`config.mk`:
```
export PLATFORM = sky130hd
export DESIGN_NAME = crc16_frame_ctrl
export DESIGN_NICKNAME = d
export VERILOG_FILES = /design/src/rtl/crc16_frame_ctrl.sv
export SDC_FILE = /design/constraint.sdc
export NUM_CORES = 1
export LEC_CHECK = 0
export CAP_MARGIN = 0
export CORE_MARGIN = 5
export CORE_UTILIZATION = 60
export DETAILED_ROUTE_END_ITERATION = 10
export PLACE_DENSITY_LB_ADDON = 0.3
export SLEW_MARGIN = 10
export SYNTH_ARGS = -nofsm -noshare
export SYNTH_HDL_FRONTEND = slang
export SYNTH_SLANG_ARGS = --single-unit
```
`constraint.sdc`:
```
create_clock -name clk -period 5.6 [get_ports clk]
set_clock_uncertainty 0.15 [all_clocks]
set_input_delay 1.12 -clock clk [delete_from_list [all_inputs] [get_ports clk]]
set_output_delay 1.12 -clock clk [all_outputs]
set_load 0.005 [all_outputs]
```
`src/rtl/crc16_frame_ctrl.sv`:
```
`default_nettype none
// ============================================================================
// Module   : crc16_frame_ctrl
// Purpose  : Frame sequencer around a 16-bit-parallel CRC-16 datapath
//            (poly x^16 + x^15 + x^2 + 1, 0x8005, MSB first, no reflection,
//            no final XOR).
//            GEN mode   : forwards the payload, then appends the CRC word.
//            CHECK mode : forwards the frame and compares its final word
//                         against the CRC of the preceding words.
// Ports    : clk, rst (async, active high)
//            mode                       - 0=GEN, 1=CHECK (latched per frame)
//            s_valid/s_ready/s_data/s_last - input word stream
//            m_valid/m_ready/m_data/m_last - output word stream (registered)
//            crc_value, crc_err, len_err - frame results, updated with frame_done
//            frame_done                 - 1-cycle pulse after last word leaves
// Revision : 1.0 - initial release
// ============================================================================
module crc16_frame_ctrl #(
  parameter logic [15:0] SEED      = 16'hFFFF,
  parameter int          MAX_WORDS = 1024,
  parameter int          CNT_W     = 11
) (
  input  logic        clk,
  input  logic        rst,
  input  logic        mode,
  input  logic        s_valid,
  output logic        s_ready,
  input  logic [15:0] s_data,
  input  logic        s_last,
  output logic        m_valid,
  input  logic        m_ready,
  output logic [15:0] m_data,
  output logic        m_last,
  output logic [15:0] crc_value,
  output logic        frame_done,
  output logic        crc_err,
  output logic        len_err
);

  localparam logic [15:0]      POLY    = 16'h8005;
  localparam logic [CNT_W-1:0] CNT_MAX = CNT_W'(MAX_WORDS);

  typedef enum logic [1:0] {
    ST_PASS   = 2'd0,
    ST_APPEND = 2'd1,
    ST_WAIT   = 2'd2
  } state_t;

  // One full word folded per call; the loop unrolls into the parallel
  // XOR network, so there is no extra latency.
  function automatic logic [15:0] crc_next(input logic [15:0] c,
                                           input logic [15:0] d);
    logic [15:0] r;
    logic        fb;
    r = c;
    for (int i = 15; i >= 0; i--) begin
      fb = r[15] ^ d[i];
      r  = {r[14:0], 1'b0} ^ (fb ? POLY : 16'h0000);
    end
    return r;
  endfunction

  state_t            state_q, state_d;
  logic              m_valid_q, m_valid_d;
  logic [15:0]       m_data_q, m_data_d;
  logic              m_last_q, m_last_d;
  logic [15:0]       crc_q, crc_d;
  logic [CNT_W-1:0]  cnt_q, cnt_d;
  logic              in_frame_q, in_frame_d;
  logic              mode_q, mode_d;
  // Results are staged here and only published when the frame completes.
  logic [15:0]       pend_crc_q, pend_crc_d;
  logic              pend_cerr_q, pend_cerr_d;
  logic              pend_lerr_q, pend_lerr_d;
  logic [15:0]       crc_value_q, crc_value_d;
  logic              frame_done_q, frame_done_d;
  logic              crc_err_q, crc_err_d;
  logic              len_err_q, len_err_d;

  logic              s_fire;
  logic              m_fire;
  logic              out_free;
  logic [15:0]       crc_base;
  logic              mode_eff;
  logic [CNT_W-1:0]  cnt_inc;
  logic              hit_max;
  logic              is_final;
  logic [15:0]       crc_fold;

  always_comb begin
    out_free = ~m_valid_q | m_ready;
    // Gated by rst so the source sees no ready while reset is held.
    s_ready  = ~rst & (state_q == ST_PASS) & out_free;
    s_fire   = s_valid & s_ready;
    m_fire   = m_valid_q & m_ready;
    // First word of a frame uses the seed and the live mode input.
    crc_base = in_frame_q ? crc_q  : SEED;
    mode_eff = in_frame_q ? mode_q : mode;
    cnt_inc  = cnt_q + 1'b1;
    hit_max  = (cnt_inc == CNT_MAX);
    is_final = s_last | hit_max;
    crc_fold = crc_next(crc_base, s_data);
  end

  always_comb begin
    state_d      = state_q;
    m_valid_d    = m_valid_q;
    m_data_d     = m_data_q;
    m_last_d     = m_last_q;
    crc_d        = crc_q;
    cnt_d        = cnt_q;
    in_frame_d   = in_frame_q;
    mode_d       = mode_q;
    pend_crc_d   = pend_crc_q;
    pend_cerr_d  = pend_cerr_q;
    pend_lerr_d  = pend_lerr_q;
    crc_value_d  = crc_value_q;
    frame_done_d = 1'b0;
    crc_err_d    = crc_err_q;
    len_err_d    = len_err_q;

    if (m_fire) begin
      m_valid_d = 1'b0;
      m_last_d  = 1'b0;
    end

    unique case (state_q)
      ST_PASS: begin
        if (s_fire) begin
          m_valid_d  = 1'b1;
          m_data_d   = s_data;
          cnt_d      = cnt_inc;
          in_frame_d = 1'b1;
          mode_d     = mode_eff;
          if (!is_final) begin
            crc_d    = crc_fold;
            m_last_d = 1'b0;
          end else begin
            // A word that both carries s_last and fills the frame is a
            // normal end, not a truncation.
            pend_lerr_d = hit_max & ~s_last;
            if (!mode_eff) begin
              pend_crc_d  = crc_fold;
              pend_cerr_d = 1'b0;
              m_last_d    = 1'b0;
              state_d     = ST_APPEND;
            end else begin
              // CHECK: the final word is the received CRC, not payload.
              pend_crc_d  = crc_base;
              pend_cerr_d = (s_data != crc_base);
              m_last_d    = 1'b1;
              state_d     = ST_WAIT;
            end
          end
        end
      end

      ST_APPEND: begin
        if (out_free) begin
          m_valid_d = 1'b1;
          m_data_d  = pend_crc_q;
          m_last_d  = 1'b1;
          state_d   = ST_WAIT;
        end
      end

      ST_WAIT: begin
        if (m_fire && m_last_q) begin
          frame_done_d = 1'b1;
          crc_value_d  = pend_crc_q;
          crc_err_d    = pend_cerr_q;
          len_err_d    = pend_lerr_q;
          in_frame_d   = 1'b0;
          crc_d        = SEED;
          cnt_d        = '0;
          state_d      = ST_PASS;
        end
      end

      default: begin
        state_d = ST_PASS;
      end
    endcase
  end

  always_ff @(posedge clk or posedge rst) begin
    if (rst) begin
      state_q      <= ST_PASS;
      m_valid_q    <= 1'b0;
      m_data_q     <= 16'h0000;
      m_last_q     <= 1'b0;
      crc_q        <= SEED;
      cnt_q        <= '0;
      in_frame_q   <= 1'b0;
      mode_q       <= 1'b0;
      pend_crc_q   <= 16'h0000;
      pend_cerr_q  <= 1'b0;
      pend_lerr_q  <= 1'b0;
      crc_value_q  <= 16'h0000;
      frame_done_q <= 1'b0;
      crc_err_q    <= 1'b0;
      len_err_q    <= 1'b0;
    end else begin
      state_q      <= state_d;
      m_valid_q    <= m_valid_d;
      m_data_q     <= m_data_d;
      m_last_q     <= m_last_d;
      crc_q        <= crc_d;
      cnt_q        <= cnt_d;
      in_frame_q   <= in_frame_d;
      mode_q       <= mode_d;
      pend_crc_q   <= pend_crc_d;
      pend_cerr_q  <= pend_cerr_d;
      pend_lerr_q  <= pend_lerr_d;
      crc_value_q  <= crc_value_d;
      frame_done_q <= frame_done_d;
      crc_err_q    <= crc_err_d;
      len_err_q    <= len_err_d;
    end
  end

  assign m_valid    = m_valid_q;
  assign m_data     = m_data_q;
  assign m_last     = m_last_q;
  assign crc_value  = crc_value_q;
  assign frame_done = frame_done_q;
  assign crc_err    = crc_err_q;
  assign len_err    = len_err_q;

endmodule
`default_nettype wire
```
# Yosys cells after proc, flatten, opt, wreduce, memory -nomap -nowiden
# Cells that the tools add are included.
# word_totals
out_inout_bits	38
register_bits	86
# classes
add_sub_neg	1
mux	51
eq_ne	9
bitwise_logic	42
n_reduce_logical	11
# ops
operator	count
16-bit two-way mux	23
16-bit bitwise XOR	16
16-bit case mux with 2 select lines	2
11-bit two-way mux	2
11-bit case mux with 2 select lines	1
16-bit != test	1
1-bit bitwise XOR	16
1-bit two-way mux	14
11-bit by 1-bit adder with 11-bit output, second input constant	1
11-bit equality test, second input constant	1
2-bit two-way mux	5
2-bit != test, second input constant	5
3-bit AND reduction	3
4-bit AND reduction	2
1-bit case mux with 2 select lines	3
2-bit case mux with 3 select lines	1
1-bit AND	5
2-bit AND reduction	2
2-bit nonzero test	2
1-bit NOT	3
2-bit by 1-bit equality test with 1-bit output, second input constant	1
2-bit equality test, second input constant	1
2-bit zero test	1
1-bit OR	2
1-bit logical AND	1

# Longest topological paths before layout
# Gate-level depths: netlist (run 1).
# logic_depth
ltp_word	52
depth_mapped	11
depth_no_buf	9

# Least setup slack after synthesis (run 1)
# Ideal clock, no wire load.
# synth_timing
path_kind	input-to-reg
startpoint	input s_data[8]
endpoint	register pend_crc_q[15]
stages	8
setup_slack_ps	2419
arrival_time_ps	2907
setup_time_ps	123
t_required_ps	5327
n_path_buf	1
path_cell_list	buf_2 > xnor2_1 > xnor2_2 > xnor3_1 > xnor3_2 > xnor2_1 > o2bb2ai_1 > o21ai_1
# synth_between
elab_chain_cells	28
# synth_lines
element	line	source
start, declared	28	input logic [15:0] s_data,
1-bit bitwise XOR	57	fb = r[15] ^ d[i];
16-bit two-way mux	58	r = {r[14:0], 1'b0} ^ (fb ? POLY : 16'h0000);
16-bit bitwise XOR	58	
1-bit bitwise XOR	57	
16-bit two-way mux	58	
16-bit bitwise XOR	58	
1-bit bitwise XOR	57	
16-bit two-way mux	58	
[... 12 more ...]	--	
16-bit bitwise XOR	58	
1-bit bitwise XOR	57	
16-bit two-way mux	58	
16-bit bitwise XOR	58	
1-bit bitwise XOR	57	
16-bit two-way mux	58	
16-bit bitwise XOR	58	
16-bit two-way mux	142	if (!mode_eff) begin
end signal, assigned	212	pend_crc_q <= pend_crc_d;
end, declared	72	logic [15:0] pend_crc_q, pend_crc_d;
# No other way between the ends.
# A chain may end at the register's enable or synchronous reset.

# Worst setup path after layout (run 1)
# layout_timing
startpoint	input m_ready
endpoint	output s_ready
# layout_between
elab_chain_cells	2
# layout_lines
element	line	source
start, declared	31	input logic m_ready,
1-bit OR	91	out_free = ~m_valid_q | m_ready;
1-bit AND	93	s_ready = ~rst & (state_q == ST_PASS) & out_free;
end, declared	27	output logic s_ready,
# No other way between the ends.

==> flow_summary.ini, run 1 <==
[setup_path]
r2r_start = in_frame_q$_DFFE_PP0P_
critPathRequiredTime_ns = 4.33
startpoint_type = input pin
crit_family = buffers and inverters
critPathMaxStageDelay_ns = 0.59
worstPathMaxFanout = 5
cpMaxStageDelayCell = clkdlybuf4s50_1
cp-end-kind = output pin
startpoint = m_ready
path_cells = clkdlybuf4s50_1, nor2b_1, nor4_2, clkdlybuf4s50_1
crit_top_cell = clkdlybuf4s50_1
crit_buf_inv = 2
cp.arrival_ns = 2.71
setup.worst_path.class = in -> out

[timing]
fin_crit_sh_pct = 71.0
rsz0062_at_grt = false
final_max_slew_viol_count = 0
hold_viol = 0
worst_pin_slew_ns = 1.19
fin_crit_ns = 3.98
relSlewSlack_pct = 20.8
tns_ns = 0
setup_violations = 0
max_freq_ghz = 0.251

[cells_and_area]
postLayoutCellArea_mm2 = 0.00557
instances_no_fill = 630
area_growth_pct = 16.4
antennaDiodeCount = 0
final_cell_mix = nand2_1 (71), dfrtp_1 (70), clkdlybuf4s50_1 (59)
drive_above_1_share_pct = 12.3
fill_cells = 538
nNetsFinal = 547
final_common_cell = nand2_1
post-route-util_pct = 72.1

[power_and_ir_drop]
ir_worst_vdd_uv = 318
p_per_area_mw_per_mm2 = 579
total_leakage_power_nw = 2.45

[detailed_routing]
drc_errors = 0
vias_per_cell = 5.98
vias = 3765
wl_per_cell_um = 17.6
wl_um = 11100
drt_pass1_iterations = 4
postRouteAntennaNets = 0
initialDrtViolationCount = 192

[cts]
h-tree-depth = 3
cts_setup_buffers = 0
numCtsBuffers = 9
cts_tree = yes
cts_hold_buf = 0
path_clk_slew_ns = 0.09
cts_root_buf = clkbuf_8
clock_latency_ns = 0.36
clock_sinks = 86
cts.path.max_buffers = 2
cts_resized = 0

[die]
die_area_mm2 = 0.00986
die_h_um = 99.3
coreArea_mm2 = 0.00773
core.rowCount = 32
die_x_um = 99.3
initial_core_util_pct = 61.9
ios = 60

[yosys]
synth-edff-count = 0
synth_area_leaders = dfrtp_1 (37%), dfstp_2 (8.8%), xnor2_1 (6.2%)
synth_area_per_cell_um2 = 9.82
synth_top_cell_by_area = dfrtp_1
syn_inst = 487
async_flop_share_pct = 100
synth_ff_type = dfrtp_1
netlist_area_mm2 = 0.00478
yosysSeqAreaShare_pct = 45.4
ys_warn_count = 0
synthesis.nets = 510
ys_ff_latch = 86
synth_top_area_share_pct = 36.6
synth_cell_types = 58

[grt]
grt.total_usage_pct = 23.5
grt_max_degree = 47
grt_pass1_wl_um = 18400
grt_overflow = 0
grt_pass1_vias = 3713
antenna_found_initial = 0

[placed_design]
dp_hpwl_um = 7910
port_buffers = 59
placement.cell_area_mm2 = 0.00537
place_inst = 615
place.gp.congestion = 0.899

[flow_run]
maxCapViolCount = 0

[min_path]
min_from = mode_q$_DFFE_PP0P_
hp-class = reg -> reg

[run_status]
outcome = finished, final reports clean
-- path summary, 6_finish.rpt --
kind / to / slack (ns) / cells past startpoint
worst max-delay path: s_ready / 1.62 / 4
worst min-delay path: mode_q$_DFFE_PP0P_ / 0.34 / 2
worst max register to register: pend_crc_q[0]$_DFFE_PP0P_ / 2.56 / 8
worst min register to register: mode_q$_DFFE_PP0P_ / 0.34 / 2
max in group asynchronous: pend_crc_q[6]$_DFFE_PP0P_ / 3.19 / 3
min in group asynchronous: m_valid$_DFF_PP0_ / 1.07 / 2
-- cell usage after synthesis, drive strengths merged (2+ instances only) --
cell type / instances
buf: 14
a21oi: 22
a22o: 3
nor4: 2
o21a: 2
nand4: 2
clkbuf: 23
and3: 3
xor2: 25
o21ai: 51
mux2i: 17
nand2b: 2
a21o: 2
inv: 5
nand3: 8
xnor2: 37
o31ai: 3
o22ai: 3
dfstp: 16
nor2b: 5
nor4bb: 5
and2: 3
dfrtp: 70
mux2: 18
o2bb2ai: 2
nand2: 71
a2bb2oi: 14
nor3: 8
nor2: 29
xnor3: 4
o22a: 2
-- state kept, by name, summed over array words and instances, names as in the netlist --
| register | cells |
|---|---|
| cnt_q | 11 |
| in_frame_q | 1 |
| len_err | 1 |
| m_data | 16 |
| m_valid | 1 |
| state_q | 2 |
| crc_q | 16 |
| crc_value | 16 |
| mode_q | 1 |
| pend_crc_q | 16 |
| m_last | 1 |
| pend_lerr_q | 1 |
| crc_err | 1 |
| frame_done | 1 |
| pend_cerr_q | 1 |
-- final cells by class --
type / count / area [µm²] / area share, %
multi-input combinational: 359 / 2430 / 43.7
sequential: 86 / 2170 / 39.0
timing repair buffer: 63 / 621 / 11.1
tap: 102 / 128 / 2.29
clock buffer: 9 / 124 / 2.22
clock inverter: 6 / 71.3 / 1.28
inverter: 5 / 20.0 / 0.360
-- routing by layer --
metal	track usage, %	vias up	wire length, µm	share of wire (%)
met1	32.4	1842	5010	45
met5	0	-	0	0
met2	37.0	138	5190	47
met4	8.40	0	213	1.9
li1	-	1765	-	-
met3	4.63	20	690	6.2
-- stage by stage --
stage	worst slack [ns]	power, mW	hold slack (ns)
finish	1.62	3.23	0.339
global route	1.51	3.44	0.382
CTS	1.63	3.23	0.342
detailed placement	1.50	2.78	0.321
global placement	1.67	2.70	0.316
floorplan	2.13	2.28	0.294
-- where the power goes --
part           leakage [nW]  internal, mW  total, mW  switching [mW]
Clock                0.0923         0.207      0.432           0.225
Combinational          1.30         0.857       1.64           0.780
Sequential             1.06         0.900       1.16           0.257
-- kinds of logic (layout without fill, tap and decap cells) --
logic type	count (synthesis)	count (layout)	synth area share (%)
XOR/XNOR	66	66	14.0
flip-flops	86	86	45.4
multiplexers	35	35	7.80
AO/OA/AOI/OAI	113	113	14.5
AND/OR/NAND/NOR	144	144	14.2
buffers and inverters	42	83	3.85
adder cells (fa/ha/maj)	1	1	0.262
-- worst min-delay path, delay by kind of cell (launching register included) --
kind            cells  cell delay (ns)
compound gates      1             0.06
flops               1             0.35
simple gates        1             0.04
Note: power is estimated with default switching activity, not from simulation.
==> run 2: changes to the inputs <==
--- a/config.mk
+++ b/config.mk
@@ -7,7 +7,7 @@
 export LEC_CHECK = 0
 export CAP_MARGIN = 0
 export CORE_MARGIN = 5
-export CORE_UTILIZATION = 60
+export CORE_UTILIZATION = 56
 export DETAILED_ROUTE_END_ITERATION = 10
 export PLACE_DENSITY_LB_ADDON = 0.3
 export SLEW_MARGIN = 10
==> constraint.sdc (replaced) <==
create_clock -name clk -period 4 [get_ports clk]
set_clock_uncertainty 0.15 [all_clocks]
set_input_delay 0.8 -clock clk [delete_from_list [all_inputs] [get_ports clk]]
set_output_delay 0.8 -clock clk [all_outputs]
set_load 0.005 [all_outputs]
==> run 2 against run 1 <==
  * Wire length increased by 0.25%
  * Non-clock buffer count up 6
  * Die area up 6.4%
  * Critical path depth unchanged
  * Clock power is 58% higher
  * Hold slack improved by 0.0035 ns
  * First-iteration DRC count decreased by 12%
  * Critical endpoint unchanged
==> flow_summary.ini, run 2 (same netlist as run 1, synthesis figures left out) <==
[detailed_routing]
postRouteAntennaNets = 0
drt_pass1_iterations = 5
wl_met1_um = 4870
met2RoutedLength_um = 5340
dr_wl_met3_um = 690
vias_per_cell = 5.80
wl_um = 11100
top_layer = met4
drc_errors = 0
wl_per_cell_um = 17.4
vias = 3710
initialDrtViolationCount = 169

[cts]
clock_sinks = 86
cts_resized = 0
cts_root_buf = clkbuf_8
h-tree-depth = 3
cts_setup_buffers = 0
path_clk_slew_ns = 0.08
cts.path.max_buffers = 2
cts_hold_buf = 0
cts_tree = yes
numCtsBuffers = 9
clock_latency_ns = 0.36

[timing]
setup_violations = 0
tns_ns = 0
relSlewSlack_pct = 47.8
fin_crit_sh_pct = 83.4
final_max_slew_viol_count = 0
worst_pin_slew_ns = 0.783
fin_crit_ns = 3.34
rsz0062_at_grt = false
hold_viol = 0
hold_slack_ns = 0.342
max_freq_ghz = 0.300

[cells_and_area]
multi_input_area_mm2 = 0.00244
instances_no_fill = 640
fill_cells = 652
final_cell_mix = nand2_1 (71), dfrtp_1 (70), clkdlybuf4s50_1 (59)
postLayoutCellArea_mm2 = 0.00566
post-route-util_pct = 68.6
drive_above_1_share_pct = 13.1
final_common_cell = nand2_1
area_growth_pct = 18.4
antennaDiodeCount = 0
regArea_mm2 = 0.00217
nNetsFinal = 553

[setup_path]
setup.worst_path.class = in -> out
startpoint = m_ready
critPathRequiredTime_ns = 3.05
cp.arrival_ns = 2.39
r2r_start = cnt_q[0]$_DFFE_PP0P_
startpoint_type = input pin
cp-end-kind = output pin
worstPathMaxFanout = 5

[die]
core.rowCount = 33
die_x_um = 102
coreArea_mm2 = 0.00826
die_area_mm2 = 0.0105
initial_core_util_pct = 57.9
die_h_um = 102
ios = 60

[min_path]
min_from = mode_q$_DFFE_PP0P_
hp-class = reg -> reg

[placed_design]
placement.cell_area_mm2 = 0.00543
port_buffers = 59
place.gp.congestion = 0.863
place_inst = 624
dp_hpwl_um = 7750

[grt]
grt_overflow = 0
grt_pass1_wl_um = 18500
grt_max_degree = 45
antenna_found_initial = 0
grt.total_usage_pct = 22.5
grt_pass1_vias = 3702

[power_and_ir_drop]
p_per_area_mw_per_mm2 = 804
ir_worst_vdd_uv = 442
total_leakage_power_nw = 2.50

[flow_run]
maxCapViolCount = 0

[run_status]
outcome = finished, final reports clean
[run 2: per-layer routing]
layer | vias to the layer above | global-route usage, %
met5 | - | 0
met4 | 0 | 8.07
met3 | 21 | 3.75
met2 | 122 | 35.5
met1 | 1801 | 31.5
li1 | 1766 | -
[run 2: power by group]
group | internal (mW) | switching, mW
registers | 1.26 | 0.346
logic | 1.21 | 1.05
clock network | 0.371 | 0.312
[run 2: layout make-up]
| class | instances | share of cell area (%) |
|---|---|---|
| clock buffers | 11 | 2.50 |
| clock inverters | 5 | 1.46 |
| inverters | 5 | 0.354 |
| multi-input cells | 359 | 43.0 |
| flip-flops and latches | 86 | 38.4 |
| well taps | 105 | 2.32 |
| repair buffers | 69 | 12.0 |
[run 2: metrics by stage]
step,setup slack [ns],total power [mW]
floorplan,0.855,3.19
global placement,0.594,3.80
detailed placement,0.515,3.87
CTS,0.684,4.57
global route,0.587,4.88
finish,0.665,4.56
[run 2: path summary, 6_finish.rpt]
kind / endpoint / slack (ns) / depth (start not counted)
setup / recovery: s_ready / 0.66 / 4
hold / removal: mode_q$_DFFE_PP0P_ / 0.34 / 2
setup reg to reg: state_q[0]$_DFFE_PP0P_ / 1.09 / 10
hold reg to reg: mode_q$_DFFE_PP0P_ / 0.34 / 2
max in group asynchronous: crc_q[14]$_DFFE_PP1P_ / 2.16 / 3
min in group asynchronous: m_valid$_DFF_PP0_ / 0.78 / 2
[run 2: critical path, stage by stage]
cell,delay (ns)
clkdlybuf4s50_1,0.52
nor2b_1,0.13
nor4_2,0.34
clkdlybuf4s50_1,0.59
==> run 3: changes to the inputs <==
==> constraint.sdc (replaced) <==
create_clock -name clk -period 3.3 [get_ports clk]
set_clock_uncertainty 0.15 [all_clocks]
set_input_delay 0.66 -clock clk [delete_from_list [all_inputs] [get_ports clk]]
set_output_delay 0.66 -clock clk [all_outputs]
set_load 0.005 [all_outputs]
==> run 3 against run 2 <==
  * Sequential power increased by 20%
  * Non-clock buffer count up 16
  * Global-route usage grew 0.56 points
  * Via count grew 1.3%
  * Design area increased by 1.3%
  * Sequential share of layout area down 0.51 points
==> flow_summary.ini, run 3 (same netlist as run 1, synthesis figures left out) <==
[cts]
cts_root_buf = clkbuf_8
cts_resized = 0
cts.path.max_buffers = 2
path_clk_slew_ns = 0.08
clock_latency_ns = 0.37
clock_sinks = 86
h-tree-depth = 3
numCtsBuffers = 9
cts_hold_buf = 0
cts_setup_buffers = 0
cts_tree = yes

[cells_and_area]
final_common_cell = nand2_1
final_cell_mix = nand2_1 (71), dfrtp_1 (70), clkdlybuf4s50_1 (59)
nNetsFinal = 569
area_growth_pct = 20.0
drive_above_1_share_pct = 15.6
fill_cells = 662
antennaDiodeCount = 0

[setup_path]
startpoint_type = input pin
cp.arrival_ns = 2.31
critPathRequiredTime_ns = 2.49
cp-end-kind = output pin
worstPathMaxFanout = 5
setup.worst_path.class = in -> out

[die]
die_h_um = 102
die_area_mm2 = 0.0105
core.rowCount = 33
die_x_um = 102
initial_core_util_pct = 57.9
ios = 60
coreArea_mm2 = 0.00826

[power_and_ir_drop]
ir_worst_vdd_uv = 491
p_per_area_mw_per_mm2 = 952
total_leakage_power_nw = 2.55

[grt]
grt_max_degree = 36
grt_pass1_vias = 3769
antenna_found_initial = 0
grt_overflow = 0
grt_pass1_wl_um = 18800
grt.total_usage_pct = 23.1

[run_status]
outcome = finished, final reports clean

[detailed_routing]
vias_per_cell = 5.73
postRouteAntennaNets = 0
wl_per_cell_um = 17.2
drc_errors = 0
wl_um = 11300
initialDrtViolationCount = 170
vias = 3759
drt_pass1_iterations = 4

[timing]
hold_viol = 0
setup_violations = 0
worst_pin_slew_ns = 0.761
fin_ws_ns = 0.176
fin_crit_sh_pct = 94.7
fin_crit_ns = 3.12
rsz0062_at_grt = false
max_freq_ghz = 0.320
tns_ns = 0
relSlewSlack_pct = 49.1
final_max_slew_viol_count = 0
hold_slack_ns = 0.350

[flow_run]
maxCapViolCount = 0

[placed_design]
port_buffers = 59
place.gp.congestion = 0.875
dp_slack_ns = 0.0594
dp_hpwl_um = 8040

[min_path]
hp-class = reg -> reg
[run 3: cell count changes in the layout (fill, tap and decap cells not counted)]
| cell | change |
|---|---|
| clkinvlp_4 | +2 |
| buf_4 | +16 |
| bufinv_16 | -2 |
| clkbuf_8 | -1 |
| clkinv_2 | -1 |
| inv_6 | +1 |
| inv_8 | +1 |
[run 3: path summary, 6_finish.rpt]
| check | start | end | slack (ns) | depth (start not counted) |
|---|---|---|---|---|
| worst min-delay path | mode_q$_DFFE_PP0P_ | mode_q$_DFFE_PP0P_ | 0.35 | 2 |
| worst min register to register | mode_q$_DFFE_PP0P_ | mode_q$_DFFE_PP0P_ | 0.35 | 2 |
| worst max register to register | crc_q[6]$_DFFE_PP1P_ | pend_crc_q[0]$_DFFE_PP0P_ | 0.52 | 8 |
| worst max-delay path | m_ready | s_ready | 0.18 | 4 |
| min in group asynchronous | rst | m_last$_DFF_PP0_ | 0.55 | 2 |
| max in group asynchronous | rst | crc_q[13]$_DFFE_PP1P_ | 1.82 | 3 |
[run 3: through the flow]
stage | cell area [µm²] | util (%) | power [mW] | instances
after floorplan | 4780 | - | 3.86 | 487
after global placement | 5550 | 67.2 | 4.62 | 640
after detailed placement | 5550 | 67.2 | 4.72 | 640
after CTS | 5730 | 69.4 | 5.47 | 656
after global routing | 5740 | 69.5 | 5.85 | 656
final | 5740 | 69.5 | 5.47 | 656
[run 3: where the power goes]
group / internal [mW] / total (mW) / leakage [nW] / switching, mW
Combinational: 1.49 / 2.83 / 1.41 / 1.34
Clock: 0.286 / 0.702 / 0.0854 / 0.416
Sequential: 1.53 / 1.93 / 1.06 / 0.405
[run 3: final cells by class]
class                           count  area, µm²  share of cell area, %
Timing Repair Buffer               85        798                   13.9
Clock inverter                      6       52.6                  0.916
Clock buffer                       10        128                   2.22
Sequential cell                    86       2170                   37.8
Inverter                            5       20.0                  0.349
Multi-Input combinational cell    359       2440                   42.5
Tap cell                          105        131                   2.29
[run 3: layer usage]
layer	track usage, %	wire length [µm]
met5	0	0
met4	7.37	146
met3	3.14	461
met2	39.3	5650
met1	30.6	5050
[run 3: critical path, stage by stage]
cell	delay, ns
clkdlybuf4s50_1	0.52
nor2b_1	0.13
nor4_2	0.40
clkdlybuf4s50_1	0.60
